### src/rtl/ecc_op_sequencer_if.sv
// Handshake bundle between the ECC operation sequencer, its register side and the
// encoder/decoder engines.
interface ecc_op_sequencer_if #(
    parameter int unsigned DATA_WIDTH = 32
);
    logic                  start;
    logic [1:0]            operation;
    logic [1:0]            code_width;
    logic [DATA_WIDTH-1:0] data_in;
    logic [DATA_WIDTH-1:0] noise;
    logic                  enc_req;
    logic [DATA_WIDTH-1:0] enc_data;
    logic                  enc_ack;
    logic [DATA_WIDTH-1:0] enc_result;
    logic                  dec_req;
    logic [DATA_WIDTH-1:0] dec_data;
    logic                  dec_ack;
    logic [DATA_WIDTH-1:0] dec_result;
    logic [1:0]            dec_num_err;
    logic                  busy;
    logic                  operation_done;
    logic [DATA_WIDTH-1:0] data_out;
    logic [1:0]            num_of_errors;
    logic                  op_error;

    modport slave (
        input  start, operation, code_width, data_in, noise,
        input  enc_ack, enc_result, dec_ack, dec_result, dec_num_err,
        output enc_req, enc_data, dec_req, dec_data,
        output busy, operation_done, data_out, num_of_errors, op_error
    );

    modport master (
        output start, operation, code_width, data_in, noise,
        output enc_ack, enc_result, dec_ack, dec_result, dec_num_err,
        input  enc_req, enc_data, dec_req, dec_data,
        input  busy, operation_done, data_out, num_of_errors, op_error
    );
endinterface

### src/rtl/ecc_op_sequencer.sv
// Sequences one encode / decode / full-channel operation across the shared ECC engines,
// with code-width masking, noise injection and an engine-ack timeout.
module ecc_op_sequencer #(
    parameter int unsigned DATA_WIDTH     = 32,
    parameter int unsigned TIMEOUT_CYCLES = 255
) (
    input logic                clk,
    input logic                rst,
    ecc_op_sequencer_if.slave  bus
);
    localparam int unsigned CntW = $clog2(TIMEOUT_CYCLES + 2);

    typedef logic [DATA_WIDTH-1:0] word_t;
    typedef enum logic [2:0] {StIdle, StEnc, StNoise, StDec, StDone} state_e;

    function automatic word_t width_mask(input logic [1:0] cw);
        int    len;
        word_t m;
        case (cw)
            2'd1:    len = 8;
            2'd2:    len = 16;
            default: len = 32;
        endcase
        for (int i = 0; i < DATA_WIDTH; i++) m[i] = (i < len);
        return m;
    endfunction

    state_e          state_q, state_d;
    logic [1:0]      op_q, op_d;
    word_t           mask_q, mask_d, data_q, data_d, noise_q, noise_d;
    word_t           cword_q, cword_d, res_q, res_d, data_out_q, data_out_d;
    logic [CntW-1:0] cnt_q, cnt_d;
    logic [1:0]      res_err_q, res_err_d, nerr_q, nerr_d;
    logic            res_flag_q, res_flag_d, op_error_q, op_error_d, done_q;
    logic            timed_out;

    assign timed_out = (cnt_q == CntW'(TIMEOUT_CYCLES));

    always_comb begin
        state_d    = state_q;
        op_d       = op_q;
        mask_d     = mask_q;
        data_d     = data_q;
        noise_d    = noise_q;
        cword_d    = cword_q;
        cnt_d      = cnt_q;
        res_d      = res_q;
        res_err_d  = res_err_q;
        res_flag_d = res_flag_q;
        data_out_d = data_out_q;
        nerr_d     = nerr_q;
        op_error_d = op_error_q;
        unique case (state_q)
            StIdle: begin
                // The done pulse is issued from Idle, so a start coincident with it is dropped.
                if (bus.start && !done_q) begin
                    op_d       = bus.operation;
                    mask_d     = width_mask(bus.code_width);
                    data_d     = bus.data_in;
                    noise_d    = bus.noise;
                    cword_d    = bus.data_in & width_mask(bus.code_width);
                    cnt_d      = '0;
                    op_error_d = 1'b0;
                    res_d      = '0;
                    res_err_d  = '0;
                    res_flag_d = 1'b0;
                    unique case (bus.operation)
                        2'd0, 2'd2: state_d = StEnc;
                        2'd1:       state_d = StDec;
                        default: begin
                            res_flag_d = 1'b1;
                            state_d    = StDone;
                        end
                    endcase
                end
            end
            StEnc: begin
                if (bus.enc_ack) begin
                    if (op_q == 2'd2) begin
                        cword_d = bus.enc_result & mask_q;
                        state_d = StNoise;
                    end else begin
                        res_d   = bus.enc_result & mask_q;
                        state_d = StDone;
                    end
                end else if (timed_out) begin
                    res_flag_d = 1'b1;
                    state_d    = StDone;
                end else begin
                    cnt_d = cnt_q + CntW'(1);
                end
            end
            StNoise: begin
                cword_d = cword_q ^ (noise_q & mask_q);
                cnt_d   = '0;
                state_d = StDec;
            end
            StDec: begin
                if (bus.dec_ack) begin
                    res_d     = bus.dec_result & mask_q;
                    res_err_d = bus.dec_num_err;
                    state_d   = StDone;
                end else if (timed_out) begin
                    res_flag_d = 1'b1;
                    state_d    = StDone;
                end else begin
                    cnt_d = cnt_q + CntW'(1);
                end
            end
            StDone: begin
                // Results become visible together with the registered done pulse.
                data_out_d = res_q;
                nerr_d     = res_err_q;
                op_error_d = res_flag_q;
                state_d    = StIdle;
            end
            default: state_d = StIdle;
        endcase
    end

    always_ff @(posedge clk) begin
        if (rst) begin
            state_q    <= StIdle;
            op_q       <= '0;
            mask_q     <= '0;
            data_q     <= '0;
            noise_q    <= '0;
            cword_q    <= '0;
            cnt_q      <= '0;
            res_q      <= '0;
            res_err_q  <= '0;
            res_flag_q <= 1'b0;
            data_out_q <= '0;
            nerr_q     <= '0;
            op_error_q <= 1'b0;
            done_q     <= 1'b0;
        end else begin
            state_q    <= state_d;
            op_q       <= op_d;
            mask_q     <= mask_d;
            data_q     <= data_d;
            noise_q    <= noise_d;
            cword_q    <= cword_d;
            cnt_q      <= cnt_d;
            res_q      <= res_d;
            res_err_q  <= res_err_d;
            res_flag_q <= res_flag_d;
            data_out_q <= data_out_d;
            nerr_q     <= nerr_d;
            op_error_q <= op_error_d;
            done_q     <= (state_q == StDone);
        end
    end

    assign bus.enc_req        = (state_q == StEnc);
    assign bus.enc_data       = data_q & mask_q;
    assign bus.dec_req        = (state_q == StDec);
    assign bus.dec_data       = cword_q;
    assign bus.busy           = (state_q != StIdle);
    assign bus.operation_done = done_q;
    assign bus.data_out       = data_out_q;
    assign bus.num_of_errors  = nerr_q;
    assign bus.op_error       = op_error_q;
endmodule

### src/flat_wrapper.sv
// flat-port wrapper written by rule: the top's interface ports become plain ports
module ecc_op_sequencer_flat 
#(
    parameter int unsigned DATA_WIDTH     = 32,
    parameter int unsigned TIMEOUT_CYCLES = 255
)
  (clk, rst, bus_start, bus_operation, bus_code_width, bus_data_in, bus_noise, bus_enc_ack, bus_enc_result, bus_dec_ack, bus_dec_result, bus_dec_num_err, bus_enc_req, bus_enc_data, bus_dec_req, bus_dec_data, bus_busy, bus_operation_done, bus_data_out, bus_num_of_errors, bus_op_error);
  ecc_op_sequencer_if #(.DATA_WIDTH(DATA_WIDTH)) bus_i ();
  input logic clk;
  input logic rst;
  input wire logic [$bits(bus_i.start)-1:0] bus_start;
  input wire logic [$bits(bus_i.operation)-1:0] bus_operation;
  input wire logic [$bits(bus_i.code_width)-1:0] bus_code_width;
  input wire logic [$bits(bus_i.data_in)-1:0] bus_data_in;
  input wire logic [$bits(bus_i.noise)-1:0] bus_noise;
  input wire logic [$bits(bus_i.enc_ack)-1:0] bus_enc_ack;
  input wire logic [$bits(bus_i.enc_result)-1:0] bus_enc_result;
  input wire logic [$bits(bus_i.dec_ack)-1:0] bus_dec_ack;
  input wire logic [$bits(bus_i.dec_result)-1:0] bus_dec_result;
  input wire logic [$bits(bus_i.dec_num_err)-1:0] bus_dec_num_err;
  output wire logic [$bits(bus_i.enc_req)-1:0] bus_enc_req;
  output wire logic [$bits(bus_i.enc_data)-1:0] bus_enc_data;
  output wire logic [$bits(bus_i.dec_req)-1:0] bus_dec_req;
  output wire logic [$bits(bus_i.dec_data)-1:0] bus_dec_data;
  output wire logic [$bits(bus_i.busy)-1:0] bus_busy;
  output wire logic [$bits(bus_i.operation_done)-1:0] bus_operation_done;
  output wire logic [$bits(bus_i.data_out)-1:0] bus_data_out;
  output wire logic [$bits(bus_i.num_of_errors)-1:0] bus_num_of_errors;
  output wire logic [$bits(bus_i.op_error)-1:0] bus_op_error;
  assign bus_i.start = bus_start;
  assign bus_i.operation = bus_operation;
  assign bus_i.code_width = bus_code_width;
  assign bus_i.data_in = bus_data_in;
  assign bus_i.noise = bus_noise;
  assign bus_i.enc_ack = bus_enc_ack;
  assign bus_i.enc_result = bus_enc_result;
  assign bus_i.dec_ack = bus_dec_ack;
  assign bus_i.dec_result = bus_dec_result;
  assign bus_i.dec_num_err = bus_dec_num_err;
  assign bus_enc_req = bus_i.enc_req;
  assign bus_enc_data = bus_i.enc_data;
  assign bus_dec_req = bus_i.dec_req;
  assign bus_dec_data = bus_i.dec_data;
  assign bus_busy = bus_i.busy;
  assign bus_operation_done = bus_i.operation_done;
  assign bus_data_out = bus_i.data_out;
  assign bus_num_of_errors = bus_i.num_of_errors;
  assign bus_op_error = bus_i.op_error;
  ecc_op_sequencer #(.DATA_WIDTH(DATA_WIDTH), .TIMEOUT_CYCLES(TIMEOUT_CYCLES)) u_core (.clk(clk), .rst(rst), .bus(bus_i));
endmodule
### config.mk
export PLATFORM = sky130hd
export DESIGN_NAME = ecc_op_sequencer_flat
export DESIGN_NICKNAME = d
export VERILOG_FILES = /design/src/rtl/ecc_op_sequencer_if.sv /design/src/rtl/ecc_op_sequencer.sv /design/src/flat_wrapper.sv
export SDC_FILE = /design/constraint.sdc
export NUM_CORES = 1
export LEC_CHECK = 0
export BUFFER_PORTS_ARGS = -buffer_cell sky130_fd_sc_hd__clkbuf_2
export CAP_MARGIN = 20
export CORE_ASPECT_RATIO = 1.2
export CORE_MARGIN = 2
export CORE_UTILIZATION = 47
export CTS_CLUSTER_SIZE = 14
export DETAILED_ROUTE_END_ITERATION = 10
export PLACE_DENSITY = 0.76
export SLEW_MARGIN = 10
export SYNTH_ARGS = -nofsm -noshare
export SYNTH_HDL_FRONTEND = slang
export SYNTH_SLANG_ARGS = --single-unit
### constraint.sdc
create_clock -name clk -period 2.3 [get_ports clk]
set_input_delay 0.115 -clock clk [delete_from_list [all_inputs] [get_ports clk]]
set_output_delay 0.115 -clock clk [all_outputs]
set_load 0.01 [all_outputs]
# Yosys cells after proc, flatten, opt, wreduce, memory -nomap -nowiden
# Cells that the tools add are included.
# totals
in_bits	139
reg_bits	213
# op_classes
mux	35
n_eq_ne	17
magnitude_cmp	32
bitwise_logic	6
addsub	1
n_reduce_logical	19
# ops
operator	n
less-than comparator 6 x 32 -> 1 bit, first input constant	16
2-to-1 mux 32 bit	9
less-than comparator 5 x 32 -> 1 bit, first input constant	8
case mux 32 bit (3 select lines)	2
AND 32 bit	5
less-than comparator 4 x 32 -> 1 bit, first input constant	4
less-than comparator 3 x 32 -> 1 bit, first input constant	2
2-to-1 mux 9 bit	4
case mux 9 bit (4 select lines)	1
less-than comparator 1 x 32 -> 1 bit, first input constant	1
less-than comparator 2 x 32 -> 1 bit, first input constant	1
XOR 32 bit	1
2-to-1 mux 3 bit	5
case mux 3 bit (4 select lines)	1
case mux 6 bit (2 select lines)	1
AND reduction 4 bit	3
inequality test 2 bit, second input constant	5
adder 9 x 1 -> 9 bit, second input constant	1
equality test 9 x 8 -> 1 bit, second input constant	1
nonzero test 3 bit	3
equality test 2 bit, second input constant	3
equality test 3 x 2 -> 1 bit, second input constant	2
2-to-1 mux 1 bit	6
case mux 3 bit (2 select lines)	1
other kinds (19)	24

# Longest topological paths before layout
# Gate-level depths: netlist (run 1).
# logic_depth
depth_word	8
mapped_depth	9
mapped_depth_nobuf	9

# Least setup slack after synthesis (run 1)
# OpenSTA, ideal clock, no wires.
# synth_timing
kind	register to register
startpoint	register u_core.cnt_q[0]
endpoint	register u_core.cnt_q[8]
path_buffers	1
arrival_ps	2125
path_slack_ps	104
path_stages_with_launch	10
required_ps	2230
setup_time_ps	70
path_cell_list	dfxtp_1 ha_1 and3_1 and3_1 and3_1 ha_1 o21a_1 buf_2 or4_1 a21oi_1
# synth_via
elab_chain_cells	4
word_cells_on_any_way	6
# synth_lines
item	line_no	rtl
start, declared	ecc_op_sequencer.sv:32	logic [CntW-1:0] cnt_q, cnt_d;
start signal, assigned	ecc_op_sequencer.sv:144	cnt_q <= cnt_d;
adder 9 x 1 -> 9 bit or equality test 9 x 8 -> 1 bit (tied branches)	ecc_op_sequencer.sv:90, ecc_op_sequencer.sv:107, ecc_op_sequencer.sv:37	
2-to-1 mux 9 bit (*)	ecc_op_sequencer.sv:86, ecc_op_sequencer.sv:103	
2-to-1 mux 9 bit (on tied branches)	ecc_op_sequencer.sv:99, ecc_op_sequencer.sv:78	
case mux 9 bit (4 select lines) (*)	ecc_op_sequencer.sv:53	unique case (state_q)
# Every way passes the cells marked *; elsewhere a longest branch is shown, timed or not. The select of a mux whose other input is x is not followed.
# A chain may end at the register's enable or synchronous reset.

# Final worst setup path (run 1)
# layout_timing
startpoint	register u_core.cnt_q[0]
endpoint	register u_core.cnt_q[6]
# Same word-level chain as after synthesis.

==> results of run 1 <==
-- per-stage QoR --
step           instance area, µm²  hold WS [ns]  std cells
6_report                    11200        0.0395       1555
5_1_grt                     11200        0.0351       1555
4_1_cts                     11200        0.0109       1555
3_5_place_dp                 9830         0.343       1447
3_3_place_gp                 9830         0.340       1447
2_1_floorplan                8380         0.251       1041
-- power groups by stage --
stage                     Clock (µW)  Combinational, µW  Sequential [µW]
final                           3050               2100             3740
after CTS                       3100               2060             3730
after floorplan                    0               1220             3800
after detailed placement           0               1960             3800
after global routing            3210               2290             3780
after global placement             0               1930             3790
-- layer usage --
| metal | share of wire [%] | global-route usage, % | vias up |
|---|---|---|---|
| li1 | - | - | 4204 |
| met1 | 41 | 35.4 | 4031 |
| met2 | 47 | 45.1 | 405 |
| met3 | 7.3 | 5.47 | 87 |
| met4 | 4.8 | 14.7 | 0 |
| met5 | 0 | 0 | - |
-- critical path: stages, from the launching register on --
cell	delay, ns
dfxtp_1	0.37
ha_2	0.21
and3_1	0.22
and3_4	0.21
and3_1	0.16
ha_2	0.23
o21a_1	0.19
buf_4	0.17
nor2_1	0.05
a311oi_1	0.27
-- flip-flops by register name, summed over array words and instances, names as in the netlist, 3 cells and up --
register	cells
u_core.cnt_q	9
u_core.data_q	32
u_core.mask_q	3
u_core.state_q	3
u_core.bus.dec_data	32
u_core.bus.data_out	32
u_core.res_q	32
u_core.noise_q	32
-- what timing repair did --
action	CTS	global route
endpoints found under the hold margin	94	0
hold buffers	76	0
gates resized for setup	0	5
endpoints found under the setup margin	0	8
-- cell type report --
class,instances,area [µm²]
Tap cell,220,275
Clock buffer,18,439
Fill cell,1499,6280
Inverter,6,22.5
Timing Repair Buffer,356,2340
Sequential cell,184,3680
Multi-Input combinational cell,757,4290
Clock inverter,14,176
-- kinds of logic (layout without fill, tap and decap cells) --
| kind of cell | after synthesis | count (layout) |
|---|---|---|
| muxes | 17 | 17 |
| xor gates and xnor gates | 25 | 25 |
| buffers and inverters | 100 | 394 |
| DFF | 184 | 184 |
| and+or+nand+nor | 402 | 402 |
| AOI/OAI and AO/OA | 310 | 310 |
| adders and majority gates | 3 | 3 |
-- Yosys cell counts (3+ instances only) --
| library cell | count | area (µm²) |
|---|---|---|
| a21oi_1 | 172 | 861 |
| nand4_1 | 3 | 18.8 |
| xnor2_1 | 25 | 219 |
| nor2_1 | 20 | 75.1 |
| and3_1 | 6 | 37.5 |
| a22oi_1 | 40 | 300 |
| nor2b_1 | 11 | 68.8 |
| a32oi_1 | 8 | 70.1 |
| buf_4 | 4 | 30.0 |
| nand2_1 | 261 | 980 |
| o21ai_0 | 17 | 85.1 |
| a211oi_1 | 20 | 150 |
| a311oi_1 | 42 | 368 |
| inv_1 | 5 | 18.8 |
| ha_1 | 3 | 37.5 |
| buf_2 | 30 | 150 |
| nor3_1 | 10 | 50.1 |
| clkbuf_1 | 55 | 206 |
| mux2i_1 | 8 | 80.1 |
| and2_1 | 36 | 225 |
| nand2b_1 | 5 | 31.3 |
| mux2_4 | 7 | 105 |
| nand3_1 | 23 | 115 |
| dfxtp_1 | 184 | 3680 |
| nand3b_1 | 15 | 113 |
| buf_6 | 4 | 45.0 |
-- worst min path at each step --
stage | to | slack (ns) | cells past startpoint
floorplan | u_core.data_q[0]$_SDFFE_PP0P_ | 0.25 | 2
global placement | u_core.noise_q[19]$_SDFFE_PP0P_ | 0.34 | 3
detailed placement | u_core.noise_q[8]$_SDFFE_PP0P_ | 0.34 | 3
CTS | u_core.res_err_q[1]$_SDFFE_PP0P_ | 0.01 | 3
global route | u_core.res_q[24]$_SDFFE_PP0P_ | 0.04 | 3
finish | u_core.res_err_q[1]$_SDFFE_PP0P_ | 0.04 | 3
==> results by group, run 1 <==
STA
  – Unrepaired setup endpoints after global routing: no
  – Setup Skew: between 0.009 and 0.01 ns
  – Fin. Hold Viols: 0
  – Tightest Pin Transition: roughly 0.53 ns
  – Setup violations, final: 0
  – Final count of pins violating max slew: 0
  – Fin crit share: 95.0%
  – Final TNS setup: 0 ns
  – Fmax: 0.458 GHz
  – Final WS setup: ~0.12 ns
  – Final Critical Period: roughly 2.2 ns
  – Slew HR: between 60% and 70%

Worst setup path
  – RR Startpoint: u_core.cnt_q[0]$_SDFFE_PP0P_
  – Worst EP arrival: between 2 and 3 ns
  – Reg-to-reg endpoint: u_core.cnt_q[6]$_SDFFE_PP0P_
  – Endpoint class of the critical path: flip-flop
  – Crit path launch type: flip-flop
  – Worst-path maximum fanout: 8
  – Crit path from: u_core.cnt_q[0]$_SDFFE_PP0P_
  – Reg2Reg Depth: 9
  – Crit path capture: u_core.cnt_q[6]$_SDFFE_PP0P_
  – WS Path Type: flip-flop to flip-flop
  – R2R Setup Slk: 0.12 ns
  – Required @ worst endpoint: 2.64 ns

Global routing
  – Number of global-route vias before repair: 8271
  – Grt ovf: 0
  – Antenna violations before repair: 0
  – Total GRT Usage: approximately 28%
  – Largest net degree at the start of global routing: ~110
  – First-pass GRT wire length: ~42000 µm

Finish
  – Post-layout util: between 60 and 70%
  – Most common cell after layout, fill and taps aside: nand2_1
  – Commonest cells after routing, fill and taps aside: 261 x nand2_1, 240 x clkbuf_2, 184 x dfxtp_1
  – Diodes inserted: 0
  – Nets@finish: roughly 1500
  – Area Growth Syn to Fin: 34.0%
  – Share of cells above drive strength 1: about a quarter

Detailed routing
  – DR vias: slightly below 9000
  – Detailed-router iteration count before antenna repair: 7
  – DR iter-0 viols: between 700 and 800
  – Via density: 5.61
  – Total wire length: approximately 27000 µm
  – Wire per inst: approximately 17 µm
  – DRC viols: 0
  – Post-route ant nets: 0

Worst hold path
  – Hold Crit Class: input port to flip-flop
  – Hold_sp: bus_dec_ack

Clocking
  – # H-tree levels: 4
  – Root Driver: clkbuf_16
  – Post CTS Setup Buffer Count: 0
  – Worst-Skew Late Latency: between 0.4 and 0.5 ns
  – TritonCTS clock tree: done
  – CTS Sinks: around 180
  – Clk slew on worst S/H paths: ~0.070 ns
  – Clock Path Buffers: 2
  – CTS buffer count: 17

Yosys
  – Main combinational cell family by area after synthesis: compound AO/OA/AOI/OAI gates
  – Sequential share of the synthesized area: between 40% and 50%
  – Post-Syn Area per Cell: slightly above 8 µm²
  – Synthesized-area fraction occupied by adder cells: less than 1%
  – Share of synthesized flip-flops with an asynchronous set or reset: 0%
  – Xor/xnor share of the synthesized area: about 2.6%
  – Post-Synth Simple-Gate Area: between 20% and 30%
  – FF+latch count, synth: between 150 and 200
  – Compound-Gate Fraction of Synth Area: a little under a quarter
  – Syn. warnings: 0
  – Number of synthesized flops with an enable pin: 0
  – Gate count after technology mapping: roughly 1000
  – Mapped Area: 0.00838 mm²
  – Synth Flop Type: dfxtp_1
  – Synth Net Count: about 1200
  – Mux share of post-synthesis cell area: under 10%
  – Post-synthesis cell type count: 49

Die
  – Die width: approximately 130 µm
  – # IOs: between 200 and 250
  – Core Region: around 0.018 mm²
  – Die Ht: between 150 and 200 µm
  – Initial core utilization: a little under half
  – Die area: approximately 0.019 mm²
  – Cell Rows: 53

Power
  – Gate power share: about a quarter
  – P_int: around 6100 µW
  – Clk pwr share: about a third
  – Leak: between 0.004 and 0.005 µW
  – Switch Pwr: ~2800 µW
  – Share of total power in sequential cells: 42.1%
  – Total power: 8890 µW
  – Switch share: about a third
  – Max VDD drop: 0.581 mV
  – Power per Cell Area: between 700 and 800 mW/mm²

Place
  – Worst slack, placed: ~0.09 ns
  – Routability-driven placement congestion ratio: 0.883
  – Port bufs: roughly 240
  – Detail Placement HPWL: about 18000 µm

Flow run
  – Max_cap viols: 0

Run status
  – Status: finished clean
Power figures use the tool's default switching activity.
==> inputs of run 2 (changes only) <==
- CORE_ASPECT_RATIO: 1.2 -> unset
- SKIP_CTS_REPAIR_TIMING: unset -> 1
==> results by group, run 2 (same netlist as run 1, synthesis figures left out) <==
Run status
  – Status: finished clean

Die
  – Cell Rows: 48 (-9.4%)
  – Die area: 0.0189 mm² (about the same)
  – Die Ht: 137 µm (-8.5%)
  – Initial core utilization: 48.3% (+0.41 points)
  – Core Region: 0.0174 mm² (-0.86%)
  – # IOs: 242 (unchanged)
  – Die width: 137 µm (+9.2%)

Flow run
  – Max_cap viols: 0 (unchanged)

Worst setup path
  – CP top delay family: simple AND/OR/NAND/NOR gates
  – WS Path Type: flip-flop to flip-flop
  – CP peak stage delay: 0.40 ns (+0.03 ns)
  – Worst-path maximum fanout: 6 (-2)
  – Crit path launch type: flip-flop
  – Reg-to-reg endpoint: u_core.cnt_q[8]$_SDFFE_PP0P_
  – RR Startpoint: u_core.cnt_q[0]$_SDFFE_PP0P_
  – Required @ worst endpoint: 2.66 ns (+0.02 ns)
  – Endpoint class of the critical path: flip-flop
  – Reg2Reg Depth: 8 (-1)
  – Instance count on the critical path: 8 (-1)
  – Crit path cell chain: ha_1, and3_1, and3_1, and3_1, ha_2, o21a_1, or4_1, a21oi_1
  – R2R Setup Slk: 0.13 ns (about the same)
  – Worst EP arrival: 2.54 ns (+0.02 ns)
  – Crit-path slowest cell: or4_1
  – Most used cell, CP: and3_1
  – Buf/Inv on CP: 0 (-1)

Detailed routing
  – DR vias: 8707 (-0.23%)
  – Via density: 5.58 (-0.55%)
  – Detailed-router iteration count before antenna repair: 5 (-2)
  – DRC viols: 0 (unchanged)
  – Wire per inst: 17.2 µm (-0.57%)
  – Post-route ant nets: 0 (unchanged)
  – DR iter-0 viols: 794 (+2.3%)
  – Total wire length: 26800 µm (-0.25%)

Global routing
  – First-pass GRT wire length: 38500 µm (-9.0%)
  – Grt ovf: 0 (unchanged)
  – Number of global-route vias before repair: 7398 (-11%)
  – Largest net degree at the start of global routing: 68 (-37%)
  – Total GRT Usage: 26.2% (-1.7 points)
  – Antenna violations before repair: 0 (unchanged)

Clocking
  – Worst-Skew Late Latency: 0.43 ns (about the same)
  – CTS Sinks: 184 (unchanged)
  – # H-tree levels: 4 (unchanged)
  – CTS buffer count: 17 (unchanged)
  – Clock Path Buffers: 2 (unchanged)
  – Clk slew on worst S/H paths: 0.07 ns (about the same)
  – TritonCTS clock tree: done
  – Root Driver: clkbuf_16

Finish
  – Area Growth Syn to Fin: 33.5%
  – Nets@finish: 1464 (unchanged)
  – Commonest cells after routing, fill and taps aside: 261 x nand2_1, 240 x clkbuf_2, 183 x dfxtp_1
  – Diodes inserted: 0 (unchanged)
  – Post-layout util: 64.4% (+0.30 points)
  – Most common cell after layout, fill and taps aside: nand2_1
  – Share of cells above drive strength 1: 25.5% (+0.15 points)
  – Final cell count without fillers: 1560 (+0.32%)

STA
  – Final Critical Period: 2.17 ns (-0.0110 ns)
  – Slew HR: 63.0% (-1.7 points)
  – Setup violations, final: 0 (unchanged)
  – Fmax: 0.460 GHz (+0.50%)
  – Unrepaired setup endpoints after global routing: no
  – Fin. Hold Viols: 0 (unchanged)
  – Final count of pins violating max slew: 0 (unchanged)
  – Fin crit share: 94.5% (-0.48 points)
  – Final TNS setup: 0 ns (unchanged)
  – Setup Skew: 0.00751 ns (-0.00222 ns)
  – Tightest Pin Transition: 0.555 ns (+0.0257 ns)

Power
  – Power per Cell Area: 790 mW/mm² (-0.25%)
  – Max VDD drop: 0.530 mV (-8.7%)
  – Leak: 0.00447 µW (-0.30%)

Place
  – Detail Placement HPWL: 17700 µm (about the same)
  – Port bufs: 241 (unchanged)
  – Routability-driven placement congestion ratio: 0.919 (+4.1%)
  – Inst Count DP: 1453 (+0.41%)

Worst hold path
  – Hold Crit Class: input port to flip-flop
  – Hold Crit Depth: 3 (unchanged)
  – Worst hold endpoint: u_core.op_q[0]$_SDFFE_PP0P_
  – Hold_sp: bus_operation[0]
[run 2: through the flow]
step / hold WS, ns / instance area, µm² / power (µW) / setup WS [ns]
floorplan: 0.251 / 8380 / 5020 / 0.104
detailed placement: 0.345 / 9800 / 5730 / 0.109
CTS: -0.110 / 10400 / 8750 / 0.0927
global placement: 0.342 / 9800 / 5690 / 0.135
finish: 0.00857 / 11200 / 8840 / 0.126
global route: 0.00840 / 11200 / 9220 / 0.0127
[run 2: worst max-delay path by stage]
| stage | start | endpoint | slack, ns |
|---|---|---|---|
| 2_1_floorplan | u_core.cnt_q[0]$_SDFFE_PP0P_ | u_core.cnt_q[8]$_SDFFE_PP0P_ | 0.10 |
| 3_3_place_gp | u_core.cnt_q[0]$_SDFFE_PP0P_ | u_core.cnt_q[8]$_SDFFE_PP0P_ | 0.13 |
| 3_5_place_dp | u_core.cnt_q[0]$_SDFFE_PP0P_ | u_core.cnt_q[8]$_SDFFE_PP0P_ | 0.11 |
| 4_1_cts | u_core.cnt_q[0]$_SDFFE_PP0P_ | u_core.cnt_q[8]$_SDFFE_PP0P_ | 0.09 |
| 5_1_grt | u_core.cnt_q[0]$_SDFFE_PP0P_ | u_core.cnt_q[8]$_SDFFE_PP0P_ | 0.01 |
| 6_report | u_core.cnt_q[0]$_SDFFE_PP0P_ | u_core.cnt_q[8]$_SDFFE_PP0P_ | 0.13 |
[run 2: worst register-to-register path: cells and delay by family (launching register included)]
| kind | cells | cell delay (ns) |
|---|---|---|
| and+or+nand+nor | 4 | 1.00 |
| DFF | 1 | 0.32 |
| AOI/OAI and AO/OA | 2 | 0.35 |
| adders and majority gates | 2 | 0.43 |
[run 2: area by class of cell]
cell class / instances / area [µm²]
clock buffers: 19 / 443
clock inverters: 13 / 168
fillers: 1491 / 6180
inverters: 6 / 26.3
multi-input cells: 757 / 4280
flip-flops and latches: 184 / 3680
well taps: 225 / 282
repair buffers: 356 / 2300
[run 2: routing by layer]
metal / routed length [µm] / track usage, %
met1: 11500 / 37.1
met2: 12200 / 38.8
met3: 2030 / 4.71
met4: 1040 / 11.2
met5: 0 / 0
[run 2: power by group]
group | switching [µW] | total [µW] | internal (µW) | leakage (µW)
registers | 233 | 3740 | 3510 | 0.00151
clock network | 1280 | 3030 | 1750 | 0.000295
logic | 1200 | 2060 | 863 | 0.00267
